## src/rtl/ir_pkg.sv

```systemverilog
// Shared direction codes, bit positions and the conflict resolver for the
// IR command scheduler.
package ir_pkg;

  // Direction codes, bit order {F,B,L,R}
  localparam logic [3:0] IR_IDLE       = 4'b0000;
  localparam logic [3:0] IR_FWD        = 4'b1000;
  localparam logic [3:0] IR_BACK       = 4'b0100;
  localparam logic [3:0] IR_LEFT       = 4'b0010;
  localparam logic [3:0] IR_RIGHT      = 4'b0001;
  localparam logic [3:0] IR_FWD_LEFT   = 4'b1010;
  localparam logic [3:0] IR_FWD_RIGHT  = 4'b1001;
  localparam logic [3:0] IR_BACK_LEFT  = 4'b0110;
  localparam logic [3:0] IR_BACK_RIGHT = 4'b0101;

  localparam int IR_BIT_F = 3;
  localparam int IR_BIT_B = 2;
  localparam int IR_BIT_L = 1;
  localparam int IR_BIT_R = 0;

  // Opposing buttons cancel, so the result is always one of the 9 legal codes
  function automatic logic [3:0] ir_resolve(input logic [3:0] raw);
    logic [3:0] r;
    r = raw;
    if (raw[IR_BIT_F] && raw[IR_BIT_B]) begin
      r[IR_BIT_F] = 1'b0;
      r[IR_BIT_B] = 1'b0;
    end
    if (raw[IR_BIT_L] && raw[IR_BIT_R]) begin
      r[IR_BIT_L] = 1'b0;
      r[IR_BIT_R] = 1'b0;
    end
    return r;
  endfunction

endpackage

```

## src/rtl/ir_debouncer.sv

```systemverilog
// Two-flop synchroniser followed by a whole-vector debouncer: the vector must
// hold unchanged for DEBOUNCE_CYCLES clocks before it is passed to 'stable'.
module ir_debouncer #(
  parameter int WIDTH           = 4,
  parameter int DEBOUNCE_CYCLES = 1_000_000,
  parameter int DEB_CNT_W       = 20
) (
  input  logic             CLK,
  input  logic             RST,
  input  logic [WIDTH-1:0] din,
  output logic [WIDTH-1:0] stable
);

  localparam logic [DEB_CNT_W-1:0] DCNT_MAX = DEB_CNT_W'(DEBOUNCE_CYCLES - 1);

  logic [WIDTH-1:0]     s1_q, s1_d, s2_q, s2_d;
  logic [WIDTH-1:0]     cand_q, cand_d, stable_q, stable_d;
  logic [DEB_CNT_W-1:0] dcnt_q, dcnt_d;

  // Sync chain plus debounce window; any change restarts the window
  always_comb begin
    s1_d     = din;
    s2_d     = s1_q;
    cand_d   = cand_q;
    dcnt_d   = dcnt_q;
    stable_d = stable_q;
    if (s2_q != cand_q) begin
      cand_d = s2_q;
      dcnt_d = '0;
    end else if (dcnt_q == DCNT_MAX) begin
      stable_d = cand_q;
    end else begin
      dcnt_d = dcnt_q + 1'b1;
    end
  end

  // State registers, synchronous active-low reset
  always_ff @(posedge CLK) begin
    if (!RST) begin
      s1_q     <= '0;
      s2_q     <= '0;
      cand_q   <= '0;
      dcnt_q   <= '0;
      stable_q <= '0;
    end else begin
      s1_q     <= s1_d;
      s2_q     <= s2_d;
      cand_q   <= cand_d;
      dcnt_q   <= dcnt_d;
      stable_q <= stable_d;
    end
  end

  assign stable = stable_q;

endmodule

```

## src/rtl/ir_command_scheduler.sv

```systemverilog
// IR command scheduler: debounces the direction buttons, resolves them to a
// legal code and updates COMMAND / pack_gen_EN only at packet boundaries,
// emitting a one-cycle pack_strobe at each boundary while enabled.
// Optional feature macro: IR_SCHED_IDLE_TIMEOUT_EN -- stop the packet
// generator after IDLE_STROBES consecutive idle packets.
module ir_command_scheduler
  import ir_pkg::*;
#(
  parameter int STROBE_PERIOD   = 10_000_000,
  parameter int STROBE_CNT_W    = 24,
  parameter int DEBOUNCE_CYCLES = 1_000_000,
  parameter int DEB_CNT_W       = 20,
  parameter int IDLE_STROBES    = 50
) (
  input  logic       CLK,
  input  logic       RST,
  input  logic [3:0] BTN,
  input  logic       ENABLE,
  output logic [3:0] COMMAND,
  output logic       pack_strobe,
  output logic       pack_gen_EN
);

  localparam logic [STROBE_CNT_W-1:0] SCNT_MAX = STROBE_CNT_W'(STROBE_PERIOD - 1);

  logic [3:0]              btn_stable, code;
  logic                    en_s1_q, en_s1_d, en_s_q, en_s_d;
  logic [STROBE_CNT_W-1:0] scnt_q, scnt_d;
  logic [3:0]              cmd_q, cmd_d;
  logic                    strobe_q, strobe_d, gen_en_q, gen_en_d;
  logic                    wrap;

`ifdef IR_SCHED_IDLE_TIMEOUT_EN
  localparam int ICNT_W = $clog2(IDLE_STROBES + 1);
  localparam logic [ICNT_W-1:0] ICNT_MAX = ICNT_W'(IDLE_STROBES);
  logic [ICNT_W-1:0] icnt_q, icnt_d;
`endif

  ir_debouncer #(
    .WIDTH          (4),
    .DEBOUNCE_CYCLES(DEBOUNCE_CYCLES),
    .DEB_CNT_W      (DEB_CNT_W)
  ) u_btn_deb (
    .CLK   (CLK),
    .RST   (RST),
    .din   (BTN),
    .stable(btn_stable)
  );

  assign code = ir_resolve(btn_stable);
  assign wrap = (scnt_q == SCNT_MAX);

  // Strobe counter and packet-boundary updates of the registered outputs
  always_comb begin
    en_s1_d  = ENABLE;
    en_s_d   = en_s1_q;
    scnt_d   = wrap ? '0 : scnt_q + 1'b1;
    cmd_d    = cmd_q;
    strobe_d = 1'b0;
    gen_en_d = gen_en_q;
`ifdef IR_SCHED_IDLE_TIMEOUT_EN
    icnt_d   = en_s_q ? icnt_q : '0;
`endif
    if (wrap) begin
      cmd_d = code;
`ifdef IR_SCHED_IDLE_TIMEOUT_EN
      if (!en_s_q) begin
        strobe_d = 1'b0;
        gen_en_d = 1'b0;
      end else if (code != IR_IDLE) begin
        // activity resumes transmission at this very boundary
        icnt_d   = '0;
        strobe_d = 1'b1;
        gen_en_d = 1'b1;
      end else if (icnt_q == ICNT_MAX) begin
        // timed out: stay quiet, counter saturated
        strobe_d = 1'b0;
        gen_en_d = 1'b0;
      end else begin
        icnt_d   = icnt_q + 1'b1;
        strobe_d = 1'b1;
        gen_en_d = 1'b1;
      end
`else
      strobe_d = en_s_q;
      gen_en_d = en_s_q;
`endif
    end
  end

  // Registers; reset wins over everything, including mid-packet
  always_ff @(posedge CLK) begin
    if (!RST) begin
      en_s1_q  <= 1'b0;
      en_s_q   <= 1'b0;
      scnt_q   <= '0;
      cmd_q    <= '0;
      strobe_q <= 1'b0;
      gen_en_q <= 1'b0;
`ifdef IR_SCHED_IDLE_TIMEOUT_EN
      icnt_q   <= '0;
`endif
    end else begin
      en_s1_q  <= en_s1_d;
      en_s_q   <= en_s_d;
      scnt_q   <= scnt_d;
      cmd_q    <= cmd_d;
      strobe_q <= strobe_d;
      gen_en_q <= gen_en_d;
`ifdef IR_SCHED_IDLE_TIMEOUT_EN
      icnt_q   <= icnt_d;
`endif
    end
  end

  assign COMMAND     = cmd_q;
  assign pack_strobe = strobe_q;
  assign pack_gen_EN = gen_en_q;

endmodule

```

## config.mk

```make
export PLATFORM = sky130hd
export DESIGN_NAME = ir_command_scheduler
export DESIGN_NICKNAME = d
export VERILOG_FILES = /design/src/rtl/ir_pkg.sv /design/src/rtl/ir_debouncer.sv /design/src/rtl/ir_command_scheduler.sv
export SDC_FILE = /design/constraint.sdc
export NUM_CORES = 1
export LEC_CHECK = 0
export BUFFER_PORTS_ARGS = -buffer_cell sky130_fd_sc_hd__buf_2
export CORE_ASPECT_RATIO = 0.6
export CORE_MARGIN = 2
export CORE_UTILIZATION = 50
export CTS_BUF_LIST = sky130_fd_sc_hd__clkbuf_16
export DETAILED_ROUTE_END_ITERATION = 7
export PLACE_DENSITY_LB_ADDON = 0.08
export SKIP_LAST_GASP = 1
export SLEW_MARGIN = 20
export SYNTH_ARGS = -nofsm -noshare
export SYNTH_HDL_FRONTEND = slang
export SYNTH_HIERARCHICAL = 1
export SYNTH_SLANG_ARGS = --single-unit
```

## constraint.sdc

```tcl
create_clock -name CLK -period 2.9 [get_ports CLK]
set_input_delay 0.145 -clock CLK [delete_from_list [all_inputs] [get_ports CLK]]
set_output_delay 0.145 -clock CLK [all_outputs]
set_load 0.05 [all_outputs]
```

==> results.py, run 1 <==
metrics = {
    "floorplan": {
        "initial_core_util_pct": 51.8,
        "io_pins": 13,
        "coreArea_um2": 6110,
        "num_rows": 22,
        "die_w_um": 107,
        "dieArea_um2": 7000,
        "die_h_um": 65.6,
    },
    "logic_synthesis": {
        "ys.flop_type": "dfxtp_1",
        "synth.net_count": 367,
        "netlist_area_um2": 3170,
        "yosys_warnings": 6,
        "async_flop_share_pct": 0,
        "synth_seq_area_share_pct": 43.0,
        "yosysUniqueCellTypes": 52,
        "netlist.area_leader.share_pct": 43.0,
        "synth_area_leaders": "dfxtp_1 43%, a21oi_1 4.4%, xnor2_1 4.2%, and2_1 3.6%, nand3_1 3.2%",
        "synth-seq-cells": 68,
        "synth_area_per_cell_um2": 8.84,
        "synth_edf_count": 0,
        "yosys-top-cells-count": "68 x dfxtp_1, 28 x a21oi_1, 26 x nand2_1",
        "yosysTopAreaCell": "dfxtp_1",
        "synth.most_common_cell": "dfxtp_1",
        "syn_inst": 358,
    },
    "run": {
        "drv_cap": 0,
    },
    "global_routing": {
        "track_usage_pct": 21.4,
        "antenna_found_initial": 0,
        "grt_pass1_vias": 2349,
        "grt_max_degree": 34,
        "grt_pass1_wl_um": 11700,
        "overflow": 0,
    },
    "worst_setup_path": {
        "critical_path_required_ns": 3.08,
        "critPathLaunchType": "flip-flop",
        "crit_fanout": 16,
        "end_kind": "flip-flop",
        "crit_type": "reg2reg",
        "rrSetupSlack_ns": 0.75,
        "crit_arrival_ns": 2.34,
    },
    "placed_design": {
        "gp_congestion": 0.866,
        "io_buffers": 12,
        "dp_hpwl_um": 4690,
        "dp_worst_setup_slack_ns": 0.748,
    },
    "cts": {
        "cts.sinks": 68,
        "cts.path.max_buffers": 2,
        "htree_levels": 3,
        "insertion_delay_ns": 0.32,
        "cts_resized": 0,
        "cts_post_setup_buffers_inserted": 0,
        "clk_pin_slew_worst_paths_ns": 0.05,
        "root_buffer": "clkbuf_16",
        "cts_tree": "built",
        "postCtsHoldBufs": 0,
        "cts_inserted_buffers": 9,
    },
    "pwr": {
        "power_density_nw_per_um2": 613,
        "max-vdd-ir-drop_uv": 412,
        "p_leak_nw": 1.17,
    },
    "route": {
        "antenna_left": 0,
        "dr.first_iter.drc_count": 160,
        "routedWlPerCell_um": 15.0,
        "dr.pass1.iters": 5,
        "top_layer": "met4",
        "via_per_inst": 5.86,
        "via_count": 2637,
        "met3_length_um": 419,
        "wl_met2_um": 2590,
        "drc": 0,
        "wirelength_um": 6740,
        "drt-met1-wl_um": 3640,
    },
    "sta": {
        "clock.fmax_mhz": 465,
        "worstMarginPinSlew_ns": 0.699,
        "finalCritPeriodShare_pct": 74.2,
        "slew_violations": 0,
        "rsz0062_at_grt": "no",
        "finalHoldViolCount": 0,
        "finClkSkew_ns": 0.00517,
        "fin_tns_setup_ns": 0,
        "finalWorstSetupSlack_ns": 0.747,
        "setup_violations": 0,
        "slew_headroom_pct": 53.4,
        "post-route-min-period_ns": 2.15,
    },
    "hold_path": {
        "hold_path_class": "in2reg",
    },
    "cells_and_area": {
        "drive_gt1_share_pct": 12.3,
        "fin_nets": 371,
        "n_antenna_cell": 0,
        "nFillCells": 568,
        "syn_to_final_growth_pct": 11.7,
    },
    "status": {
        "outcome": "completed",
    },
}
==> path summary, 6_finish.rpt <==
kind,depth (start not counted),end,startpoint
hold reg to reg,1,u_btn_deb/s2_q[1]$_SDFF_PN0_,u_btn_deb/s1_q[1]$_SDFF_PN0_
setup / recovery,4,scnt_q[9]$_SDFF_PP0_,scnt_q[19]$_SDFF_PP0_
setup reg to reg,4,scnt_q[9]$_SDFF_PP0_,scnt_q[19]$_SDFF_PP0_
hold / removal,2,u_btn_deb/s1_q[1]$_SDFF_PN0_,BTN[1]
==> critical path, cell delays in order (launching register included) <==
cell	delay (ns)
dfxtp_1	0.43
nor4bb_1	0.30
nand4_1	0.44
o21ai_2	0.73
nor2_1	0.12
==> final cells by class <==
class                           instances  area [um2]  share of cell area, %
Clock inverter                          6        90.1                   2.55
Timing Repair Buffer                   13        67.6                   1.91
Sequential cell                        68        1360                   38.5
Inverter                                6        22.5                  0.637
Multi-Input combinational cell        264        1660                   47.1
Clock buffer                            9         225                   6.37
Tap cell                               84         105                   2.97
==> layer usage <==
metal  vias up  GRT usage, %
met5         -             0
met4         0          8.44
met3         8          5.16
met2        73          27.5
met1      1229          33.4
li1       1327             -
==> cell usage in the layout, fill, tap and decap left out, types with 10 or more instances in the layout <==
master   instances
nand2_1         26
nand4_1         16
or3_1           11
buf_2           12
o31ai_1         10
nor2_1          22
a21oi_1         28
nand3_1         20
o21ai_0         12
and2_1          18
xnor2_1         15
dfxtp_1         68
nor3_1          12
==> flip-flops by register name, indices dropped and copies added (netlist names) <==
register and cells:
u_btn_deb/stable 4, u_btn_deb/s1_q 4, en_s1_q 1, u_btn_deb/dcnt_q 20
en_s_q 1, pack_gen_EN 1, scnt_q 24, u_btn_deb/cand_q 4
pack_strobe 1, COMMAND 4, u_btn_deb/s2_q 4
==> stage by stage <==
step	power (mW)	std cells	hold slack, ns	util, %	instance area [um2]
2_1_floorplan	1.03	358	0.272	-	3170
3_3_place_gp	1.04	435	0.351	52.7	3220
3_5_place_dp	1.04	435	0.356	52.7	3220
4_1_cts	2.19	450	0.00942	57.9	3540
5_1_grt	2.23	450	0.0158	57.9	3540
6_report	2.17	450	0.0217	57.9	3540
==> cells by family (layout without fill, tap and decap cells) <==
group	Yosys count	after routing	synth area share, %
compound gates	60	60	11.5
xor+xnor	21	21	5.81
fa+ha+maj	2	2	0.790
buf+inv	26	34	4.43
flops	68	68	43.0
mux	7	7	2.25
simple gates	174	174	32.3
==> power breakdown <==
part / switching [mW] / internal [mW] / leakage (nW)
sequential: 0.00982 / 0.949 / 0.551
combinational: 0.0420 / 0.0219 / 0.468
clock: 0.397 / 0.748 / 0.151
No activity file was read; power rests on OpenSTA's default activity.
==> inputs of run 2 (changes only) <==
- clock period: 2.9 -> 1.7 ns (I/O delays scaled with it)
==> results.py, run 2 (synthesis results as in run 1) <==
metrics = {
    "cells_and_area": {
        "n_antenna_cell": 0,
        "final_common_cell": "buf_4",
        "fin_nets": 433,
        "layout_common_cells": "54 x buf_4, 51 x dfxtp_1, 26 x nand2_1",
        "drive_gt1_share_pct": 32.9,
        "reg.largest.list": "scnt_q (24), u_btn_deb/dcnt_q (20)",
        "syn_to_final_growth_pct": 33.4,
        "regMostFlops": "scnt_q",
        "largest_reg_flops": 24,
    },
    "floorplan": {
        "die_h_um": 65.6,
        "dieArea_um2": 7000,
        "io_pins": 13,
        "num_rows": 22,
        "die_w_um": 107,
        "coreArea_um2": 6110,
        "initial_core_util_pct": 51.8,
    },
    "sta": {
        "holdWs_ns": 0.147,
        "worstMarginPinSlew_ns": 0.569,
        "finClkSkew_ns": 0.00457,
        "slew_headroom_pct": 61.9,
        "finalCritPeriodShare_pct": 102,
        "clock.fmax_mhz": 574,
        "post-route-min-period_ns": 1.74,
        "slew_violations": 0,
        "rsz0062_at_grt": "yes",
        "setup_violations": 16,
        "finalHoldViolCount": 0,
        "finalWorstSetupSlack_ns": -0.0421,
    },
    "hold_path": {
        "hold_path_class": "in2reg",
        "hold_depth": 3,
    },
    "worst_setup_path": {
        "crit_fanout": 4,
        "ff2ff_path_depth": 4,
        "end_kind": "flip-flop",
        "crit_type": "reg2reg",
        "critical_path_required_ns": 1.95,
        "rrSetupSlack_ns": -0.04,
        "crit_arrival_ns": 1.99,
        "critPathLaunchType": "flip-flop",
    },
    "global_routing": {
        "grt_max_degree": 17,
        "overflow": 0,
        "grt_pass1_wl_um": 12800,
        "grt_pass1_vias": 2592,
        "track_usage_pct": 23.6,
        "antenna_found_initial": 0,
    },
    "pwr": {
        "total_power_mw": 3.74,
        "max-vdd-ir-drop_uv": 579,
        "p_leak_nw": 1.52,
        "power_density_nw_per_um2": 886,
    },
    "route": {
        "wirelength_um": 8150,
        "wl_met2_um": 3310,
        "met3_length_um": 503,
        "drt-met1-wl_um": 4260,
        "antenna_left": 0,
        "dr.first_iter.drc_count": 235,
        "top_layer": "met4",
        "via_count": 2946,
        "drc": 0,
        "dr.pass1.iters": 7,
        "routedWlPerCell_um": 15.9,
        "via_per_inst": 5.74,
    },
    "cts": {
        "clk_pin_slew_worst_paths_ns": 0.06,
        "cts.sinks": 68,
        "htree_levels": 3,
        "cts.path.max_buffers": 2,
        "root_buffer": "clkbuf_16",
        "insertion_delay_ns": 0.32,
        "cts_tree": "built",
        "cts_inserted_buffers": 9,
    },
    "placed_design": {
        "io_buffers": 12,
        "dp_hpwl_um": 5490,
        "gp_congestion": 0.925,
        "dp_worst_setup_slack_ns": -0.0283,
    },
    "status": {
        "violations": "negative setup slack",
        "outcome": "finished, violations left",
    },
    "run": {
        "drv_cap": 0,
    },
}
[run 2: cell count changes in the layout (fill, tap and decap cells not counted), moves of 5 or more]
cell / change
buf_4: +53
dlygate4sd3_1: +5
dfxtp_2: +12
dfxtp_4: +5
nor2_1: -5
dfxtp_1: -17
[run 2: per-stage QoR]
| step | std cells | utilization [%] | TNS (ns) | instance area (um2) |
|---|---|---|---|---|
| 2_1_floorplan | 358 | - | 0 | 3200 |
| 3_3_place_gp | 488 | 59.8 | -0.00208 | 3660 |
| 3_5_place_dp | 488 | 59.8 | -0.0347 | 3660 |
| 4_1_cts | 509 | 66.2 | -0.176 | 4040 |
| 5_1_grt | 513 | 69.1 | -1.24 | 4220 |
| 6_report | 513 | 69.1 | -0.303 | 4220 |
[run 2: area by class of cell]
class / instances / area [um2]
clock buffers: 9 / 225
clock inverters: 7 / 91.3
fillers: 485 / 1890
inverters: 6 / 22.5
multi-input cells: 264 / 1790
flip-flops and latches: 68 / 1400
well taps: 84 / 105
repair buffers: 75 / 592
[run 2: what timing repair did]
item                                   4_1_cts  5_1_grt
setup buffers                                0        3
hold buffers                                 5        0
setup endpoints to repair                   21       38
pin swaps                                    3        8
resized for setup                            5       42
cloned                                       0        1
endpoints found under the hold margin        5        0
[run 2: path summary, 6_finish.rpt]
| path | startpoint | to |
|---|---|---|
| setup / recovery | u_btn_deb/dcnt_q[10]$_SDFFE_PP0P_ | u_btn_deb/dcnt_q[19]$_SDFFE_PP0P_ |
| hold / removal | RST | pack_gen_EN$_SDFFE_PN0N_ |
| hold reg to reg | u_btn_deb/s1_q[1]$_SDFF_PN0_ | u_btn_deb/s2_q[1]$_SDFF_PN0_ |
| setup reg to reg | u_btn_deb/dcnt_q[10]$_SDFFE_PP0P_ | u_btn_deb/dcnt_q[19]$_SDFFE_PP0P_ |
[run 2: routing by layer]
| metal | vias up | track usage [%] |
|---|---|---|
| met4 | 0 | 5.52 |
| met2 | 100 | 32.1 |
| met1 | 1387 | 36.4 |
| met5 | - | 0 |
| met3 | 8 | 6.55 |
| li1 | 1451 | - |
[run 2: critical path, stage by stage (launching register included)]
cell	delay, ns
dfxtp_4	0.37
nand4_4	0.10
or4_4	0.57
or4_4	0.49
a21oi_2	0.13
[run 2: where the power goes]
part	internal (mW)	switching [mW]
clock	1.28	0.676
sequential	1.61	0.0171
combinational	0.0716	0.0880
total	2.96	0.781
